<file path="src/rtl/mem_arb_pkg.sv">
// Shared types and helpers for the unified-memory port arbiter.
package mem_arb_pkg;

  localparam int unsigned TIMEOUT_DEFAULT = 255;

  typedef enum logic [1:0] {
    IDLE   = 2'd0,
    D_BUSY = 2'd1,
    I_BUSY = 2'd2
  } arb_state_e;

  typedef enum logic [1:0] {
    OWN_NONE = 2'd0,
    OWN_D    = 2'd1,
    OWN_I    = 2'd2
  } arb_owner_e;

  function automatic arb_owner_e state_owner(input arb_state_e st);
    arb_owner_e own;
    case (st)
      D_BUSY:  own = OWN_D;
      I_BUSY:  own = OWN_I;
      default: own = OWN_NONE;
    endcase
    return own;
  endfunction

  // Watchdog counter width; never narrower than one bit.
  function automatic int unsigned wd_width(input int unsigned timeout);
    return (timeout < 2) ? 1 : $clog2(timeout + 1);
  endfunction

endpackage

</file>
<file path="src/rtl/arb_watchdog.sv">
// Busy-cycle watchdog: clears on clr, counts while en, flags expiry on the
// TIMEOUT-th counted cycle. TIMEOUT of 0 removes the counter entirely.
module arb_watchdog
  import mem_arb_pkg::*;
#(
  parameter int unsigned TIMEOUT = TIMEOUT_DEFAULT
) (
  input  logic clk,
  input  logic rst,
  input  logic clr,
  input  logic en,
  output logic expire
);

  localparam int unsigned CW = wd_width(TIMEOUT);

  generate
    if (TIMEOUT == 0) begin : g_off
      logic unused_in;
      assign unused_in = ^{clk, rst, clr, en};
      assign expire    = 1'b0;
    end else begin : g_on
      // Expiry is decoded from the current count so the ack lands in the
      // TIMEOUT-th busy cycle rather than one cycle later.
      localparam logic [CW-1:0] LAST = CW'(TIMEOUT - 1);

      logic [CW-1:0] cnt_q;
      logic [CW-1:0] cnt_d;

      always_comb begin
        cnt_d = cnt_q;
        if (clr) begin
          cnt_d = '0;
        end else if (en) begin
          cnt_d = cnt_q + CW'(1);
        end
      end

      always_ff @(posedge clk) begin
        if (rst) begin
          cnt_q <= '0;
        end else begin
          cnt_q <= cnt_d;
        end
      end

      assign expire = en & (cnt_q == LAST);
    end
  endgenerate

endmodule

</file>
<file path="src/rtl/mem_port_arbiter.sv">
// Shares one memory port between instruction fetch and the data stage,
// data first, with a watchdog that aborts transactions memory never acks.
//
// state  | meaning
// IDLE   | no transaction, mem_req low, requests arbitrated here
// D_BUSY | data load/store owns the port until completion
// I_BUSY | instruction fetch owns the port until completion
module mem_port_arbiter
  import mem_arb_pkg::*;
#(
  parameter int unsigned AW      = 32,
  parameter int unsigned DW      = 32,
  parameter int unsigned TIMEOUT = TIMEOUT_DEFAULT
) (
  input  logic          clk,
  input  logic          rst,
  input  logic          i_req,
  input  logic [AW-1:0] i_addr,
  output logic          i_ack,
  output logic [DW-1:0] i_rdata,
  input  logic          d_req,
  input  logic          d_we,
  input  logic [AW-1:0] d_addr,
  input  logic [DW-1:0] d_wdata,
  output logic          d_ack,
  output logic [DW-1:0] d_rdata,
  output logic          mem_req,
  output logic          mem_we,
  output logic [AW-1:0] mem_addr,
  output logic [DW-1:0] mem_wdata,
  input  logic          mem_ack,
  input  logic [DW-1:0] mem_rdata,
  output logic          err
);

  arb_state_e    state_q;
  arb_state_e    state_d;
  arb_owner_e    owner;
  logic          busy;
  logic          complete;
  logic          wd_expire;
  logic          grant_d;
  logic          grant_i;

  logic          mem_we_q,    mem_we_d;
  logic [AW-1:0] mem_addr_q,  mem_addr_d;
  logic [DW-1:0] mem_wdata_q, mem_wdata_d;
  logic          err_q,       err_d;

  assign busy     = (state_q != IDLE);
  assign owner    = state_owner(state_q);
  assign complete = busy & (mem_ack | wd_expire);

  arb_watchdog #(
    .TIMEOUT (TIMEOUT)
  ) u_watchdog (
    .clk    (clk),
    .rst    (rst),
    .clr    (~busy | complete),
    .en     (busy & ~mem_ack),
    .expire (wd_expire)
  );

  always_ff @(posedge clk) begin
    if (rst) begin
      state_q <= IDLE;
    end else begin
      state_q <= state_d;
    end
  end

  // The owner's own request is not looked at on completion, so a held
  // request always passes through IDLE or yields to the other port.
  always_comb begin
    state_d = state_q;
    unique case (state_q)
      IDLE: begin
        if (d_req) begin
          state_d = D_BUSY;
        end else if (i_req) begin
          state_d = I_BUSY;
        end
      end
      D_BUSY: begin
        if (complete) begin
          state_d = i_req ? I_BUSY : IDLE;
        end
      end
      I_BUSY: begin
        if (complete) begin
          state_d = d_req ? D_BUSY : IDLE;
        end
      end
      default: state_d = IDLE;
    endcase
  end

  assign grant_d = (state_d == D_BUSY) & (state_q != D_BUSY);
  assign grant_i = (state_d == I_BUSY) & (state_q != I_BUSY);

  always_comb begin
    mem_we_d    = mem_we_q;
    mem_addr_d  = mem_addr_q;
    mem_wdata_d = mem_wdata_q;
    if (grant_d) begin
      mem_we_d    = d_we;
      mem_addr_d  = d_addr;
      mem_wdata_d = d_wdata;
    end else if (grant_i) begin
      mem_we_d    = 1'b0;
      mem_addr_d  = i_addr;
      mem_wdata_d = '0;
    end
    err_d = err_q | wd_expire;
  end

  always_ff @(posedge clk) begin
    if (rst) begin
      mem_we_q    <= 1'b0;
      mem_addr_q  <= '0;
      mem_wdata_q <= '0;
      err_q       <= 1'b0;
    end else begin
      mem_we_q    <= mem_we_d;
      mem_addr_q  <= mem_addr_d;
      mem_wdata_q <= mem_wdata_d;
      err_q       <= err_d;
    end
  end

  always_comb begin
    mem_req   = busy;
    mem_we    = mem_we_q;
    mem_addr  = mem_addr_q;
    mem_wdata = mem_wdata_q;
    err       = err_q;
    i_ack     = (owner == OWN_I) & (mem_ack | wd_expire);
    d_ack     = (owner == OWN_D) & (mem_ack | wd_expire);
    i_rdata   = wd_expire ? '0 : mem_rdata;
    d_rdata   = wd_expire ? '0 : mem_rdata;
  end

endmodule

</file>
<file path="config.mk">
export PLATFORM = sky130hd
export DESIGN_NAME = mem_port_arbiter
export DESIGN_NICKNAME = d
export VERILOG_FILES = /design/src/rtl/mem_arb_pkg.sv /design/src/rtl/arb_watchdog.sv /design/src/rtl/mem_port_arbiter.sv
export SDC_FILE = /design/constraint.sdc
export NUM_CORES = 1
export LEC_CHECK = 0
export ABC_AREA = 1
export BUFFER_PORTS_ARGS = -buffer_cell sky130_fd_sc_hd__buf_4
export CAP_MARGIN = 20
export CORE_AREA = 2 2 103 105
export DETAILED_ROUTE_END_ITERATION = 10
export DIE_AREA = 0 0 105 107
export PLACE_DENSITY = 0.76
export SLEW_MARGIN = 20
export SYNTH_ARGS = -nofsm -noshare
export SYNTH_HDL_FRONTEND = slang
export SYNTH_SLANG_ARGS = --single-unit
export TNS_END_PERCENT = 30
</file>
<file path="constraint.sdc">
create_clock -name clk -period 2 [get_ports clk]
set_input_delay 0 -clock clk [delete_from_list [all_inputs] [get_ports clk]]
set_output_delay 0 -clock clk [all_outputs]
set_load 0.02 [all_outputs]
</file>
==> results.yml <==
placement:
  buffer_ports.inserted: 266
  place_worst_setup_slack_ns: 0.106
  placed_cell_area_um2: 5740
  place.detailed.hpwl_um: 10400
  place_congestion: 0.872
  dp.cells: 913
logic_synthesis:
  post-synth-top-area-cell: "sky130_fd_sc_hd__dfxtp_1"
  combinational_family_with_the_most_area_after_synthesis: "simple AND/OR/NAND/NOR gates"
  asyncSetResetFlopFracSynth: 0
  synth-warning-count: 0
  synth_xor_xnor_area_share: 0
  most_frequently_used_flop_master_after_synthesis: "sky130_fd_sc_hd__dfxtp_1"
  synth.top_cell.area_share: 0.394
  synth-adder-area-share: 0.00648
  yosysSeqAreaShare: 0.394
  synthDistinctLibCells: 24
  synthesis.instances: 571
  synthSimpleGateAreaFrac: 0.337
  post_synth_most_frequent_cells: "sky130_fd_sc_hd__nand2_1 (173), sky130_fd_sc_hd__nand3_1 (99), sky130_fd_sc_hd__dfxtp_1 (76)"
  compound_gate_portion_of_the_synthesized_area: 0.103
  yosysMostFrequentCell: "sky130_fd_sc_hd__nand2_1"
  synth_area_leaders: "sky130_fd_sc_hd__dfxtp_1 (39%), sky130_fd_sc_hd__nand2_1 (17%), sky130_fd_sc_hd__nand3_1 (13%)"
  post_synth.cell_area_avg_um2: 6.77
  synthMuxAreaShare: 0
  mappedNetlistNets: 707
  synth_enable_flop_cells: 0
  postSynthRegisterBits: 76
  netlist_area_um2: 3860
setup_path:
  cp.buffers_inverters: 4
  timing.critical_path.to_type: "register"
  critPathTopFamily: "simple AND/OR/NAND/NOR gates"
  setup.worst_path.class: "register to register"
  rr_startpoint: "u_watchdog.g_on.cnt_q[0]$_SDFFE_PP0P_"
  r2r_slack_ns: 0.13
  cp.arrival_ns: 2.16
  worst_setup_start_kind: "register"
  crit_path_cell_trace: "inv_1 -> ha_1 -> inv_1 -> nor2_2 -> nand3_4 -> nand3_4 -> nand2_4 -> buf_12 -> buf_4 -> nand3_1 -> a21oi_1"
  crit_start: "u_watchdog.g_on.cnt_q[0]$_SDFFE_PP0P_"
  cp_max_fo: 26
  critical_path.reg2reg.endpoint: "mem_addr[9]$_SDFFE_PP0P_"
  worstPathRequired_ns: 2.29
  worst-path-stages: 11
  reg2regPathDepth: 11
  critPathCapture: "mem_addr[9]$_SDFFE_PP0P_"
  critPathSlowestCell: "sky130_fd_sc_hd__dfxtp_1"
  critPathMaxStageDelay_ns: 0.38
final_layout:
  flow.area_growth_from_synthesis_pct: 74.1
  post-route-cell-area_um2: 6730
  design.final.nets: 999
  fraction_of_final_layout_cells_sized_beyond_drive_strength_1: 0.353
  regArea_um2: 1520
  layoutNonFillerInstCount: 1008
  fillCellCount: 789
  multi_input_comb_area_um2: 1730
sta:
  setup_tns_ns: 0
  skew_ns: 0.0170
  timing_limited_maximum_frequency_mhz: 533
  share_of_the_clock_period_used_by_the_worst_path_after_layout: 0.937
  grt_setup_unrepaired: "yes"
  hold_violations: 0
  setup_viol: 0
  hold-worst-slack_ns: 0.00434
  slew_violations: 0
  max_slew.worst_pin.slew_ns: 0.393
  final_critical_path_setup_slack_ns: 0.125
  max-slew-margin-rel: 0.738
  period_minus_slack_ns: 1.87
grt:
  global_route.overflow_total: 0
  busiest_grt_layer: "met2"
  grt_pass1_wl_um: 24100
  grtUsageMet2: 0.494
  global_route.usage.met3: 0.0760
  number_of_global_route_vias_before_repair: 4913
  groute.usage.overall: 0.273
  grtUsageMet1: 0.277
  grt_max_degree: 40
  antenna_violations_before_repair: 4
run:
  cap_viol_max_count: 0
clock_network:
  cts_post_setup_buffers_inserted: 0
  clock_tree.buffer_depth: 2
  numCtsBuffers: 9
  clock_insertion_delay_worst_skew_ns: 0.37
  clk_pin_slew_worst_paths_ns: 0.08
  clk_root_buffer_cell: "sky130_fd_sc_hd__clkbuf_8"
  clock-sinks: 76
  cts.htree.levels: 3
  tritoncts_clock_tree: "yes"
die:
  die_area_um2: 11200
  io_pins: 267
  dieHeight_um: 107
  rows: 37
  chipWidth_um: 105
  initial_core_util: 0.383
  core_region_area_um2: 10100
drt:
  viasPerCell: 4.94
  detail_route.first_pass.iterations: 4
  totalWireLength_um: 15700
  routed-via-count: 4977
  drc: 0
  postRouteAntennaNets: 0
  first_iter_violations: 253
  route.detailed.wl_per_inst_um: 15.6
power:
  power_density_nw_per_um2: 650
  max_ir_drop_vdd_v: 0.000485
  leakagePower_uw: 0.00341
worst_hold_path:
  hp-class: "input pin to register"
run_status:
  status: "completed"
## worst min path at each step
| stage | startpoint | to | slack, ns | cells past startpoint |
|---|---|---|---|---|
| floorplan | mem_rdata[0] | d_rdata[0] | 0.14 | 2 |
| global placement | d_wdata[7] | mem_wdata[7]$_SDFFE_PP0P_ | 0.26 | 3 |
| detailed placement | d_wdata[11] | mem_wdata[11]$_SDFFE_PP0P_ | 0.27 | 3 |
| CTS | d_addr[10] | mem_addr[10]$_SDFFE_PP0P_ | 0.0002 | 5 |
| global route | d_addr[10] | mem_addr[10]$_SDFFE_PP0P_ | 0.02 | 5 |
| finish | d_addr[31] | mem_addr[31]$_SDFFE_PP0P_ | 0.004 | 5 |
## final cells by class
| class | instances | share of cell area |
|---|---|---|
| clock buffers | 10 | 0.0190 |
| diodes | 4 | 0.00149 |
| flip-flops and latches | 76 | 0.226 |
| clock inverters | 6 | 0.0130 |
| inverters | 46 | 0.0257 |
| well taps | 136 | 0.0253 |
| repair buffers | 353 | 0.432 |
| multi-input cells | 377 | 0.257 |
## placed cells by master (no fill, tap or decap)
| cell type | netlist | layout |
|---|---|---|
| sky130_fd_sc_hd__ha_1 | 2 | 2 |
| sky130_fd_sc_hd__a31oi_1 | 1 | 1 |
| sky130_fd_sc_hd__nand3_4 | 2 | 2 |
| sky130_fd_sc_hd__nor2_1 | 8 | 7 |
| sky130_fd_sc_hd__a21oi_1 | 72 | 72 |
| sky130_fd_sc_hd__clkbuf_1 | 18 | 1 |
| sky130_fd_sc_hd__nand3_2 | 2 | 2 |
| sky130_fd_sc_hd__nand2_2 | 1 | 1 |
| sky130_fd_sc_hd__dlygate4sd3_1 | 0 | 75 |
| sky130_fd_sc_hd__nor4_1 | 1 | 1 |
| sky130_fd_sc_hd__inv_2 | 3 | 3 |
| sky130_fd_sc_hd__o21ai_0 | 5 | 5 |
| sky130_fd_sc_hd__clkinv_4 | 0 | 1 |
| sky130_fd_sc_hd__buf_4 | 36 | 271 |
| sky130_fd_sc_hd__inv_1 | 43 | 43 |
| sky130_fd_sc_hd__dfxtp_1 | 76 | 76 |
| sky130_fd_sc_hd__clkinv_2 | 0 | 2 |
| sky130_fd_sc_hd__or2_2 | 1 | 1 |
| sky130_fd_sc_hd__buf_12 | 0 | 5 |
| sky130_fd_sc_hd__nand2_1 | 173 | 173 |
| sky130_fd_sc_hd__nand3_1 | 99 | 99 |
| sky130_fd_sc_hd__clkbuf_8 | 0 | 9 |
| sky130_fd_sc_hd__a211oi_1 | 1 | 1 |
| sky130_fd_sc_hd__nor3_1 | 6 | 6 |
| sky130_fd_sc_hd__buf_6 | 3 | 2 |
| sky130_fd_sc_hd__nand2_4 | 1 | 1 |
| sky130_fd_sc_hd__bufinv_16 | 0 | 2 |
| sky130_fd_sc_hd__diode_2 | 0 | 4 |
| sky130_fd_sc_hd__inv_6 | 0 | 1 |
| sky130_fd_sc_hd__nor2_2 | 2 | 3 |
## logic make-up after synthesis
group,count (synthesis)
AND/OR/NAND/NOR,296
buffers and inverters,118
AO/OA/AOI/OAI,79
flip-flops,76
adder cells (fa/ha/maj),2
## worst register-to-register path: stages (launching register included)
cell,delay [ns]
sky130_fd_sc_hd__dfxtp_1,0.38
sky130_fd_sc_hd__inv_1,0.07
sky130_fd_sc_hd__ha_1,0.19
sky130_fd_sc_hd__inv_1,0.06
sky130_fd_sc_hd__nor2_2,0.05
sky130_fd_sc_hd__nand3_4,0.11
sky130_fd_sc_hd__nand3_4,0.09
sky130_fd_sc_hd__nand2_4,0.26
sky130_fd_sc_hd__buf_12,0.22
sky130_fd_sc_hd__buf_4,0.15
sky130_fd_sc_hd__nand3_1,0.08
sky130_fd_sc_hd__a21oi_1,0.16
## registers in the layout, indices dropped and copies added (netlist names)
| signal | cells |
|---|---|
| err | 1 |
| mem_addr | 32 |
| mem_wdata | 32 |
| mem_we | 1 |
| state_q | 2 |
| u_watchdog.g_on.cnt_q | 8 |
## power by group
group | internal (uW) | total (uW) | switching (uW) | leakage [uW]
Clock | 705 | 1310 | 606 | 0.000111
Sequential | 1620 | 1680 | 65.8 | 0.000623
Combinational | 649 | 1380 | 730 | 0.00267
## through the flow
stage,utilization,total power [uW]
after floorplan,-,2390
after global placement,0.569,2930
after detailed placement,0.569,2950
after CTS,0.665,4360
after global routing,0.666,4550
final,0.667,4370
## routing by layer
layer	wire length, um	vias to the layer above
met5	0	-
met1	5500	2251
met2	8110	288
met4	689	0
met3	1450	49
li1	-	2389
## what timing repair did
action / 4_1_cts / 5_1_grt
hold endpoints to repair: 64 / 0
resized for setup: 0 / 3
setup endpoints to repair: 0 / 99
hold buffers: 75 / 0
Note: power is estimated with default switching activity, not from simulation.
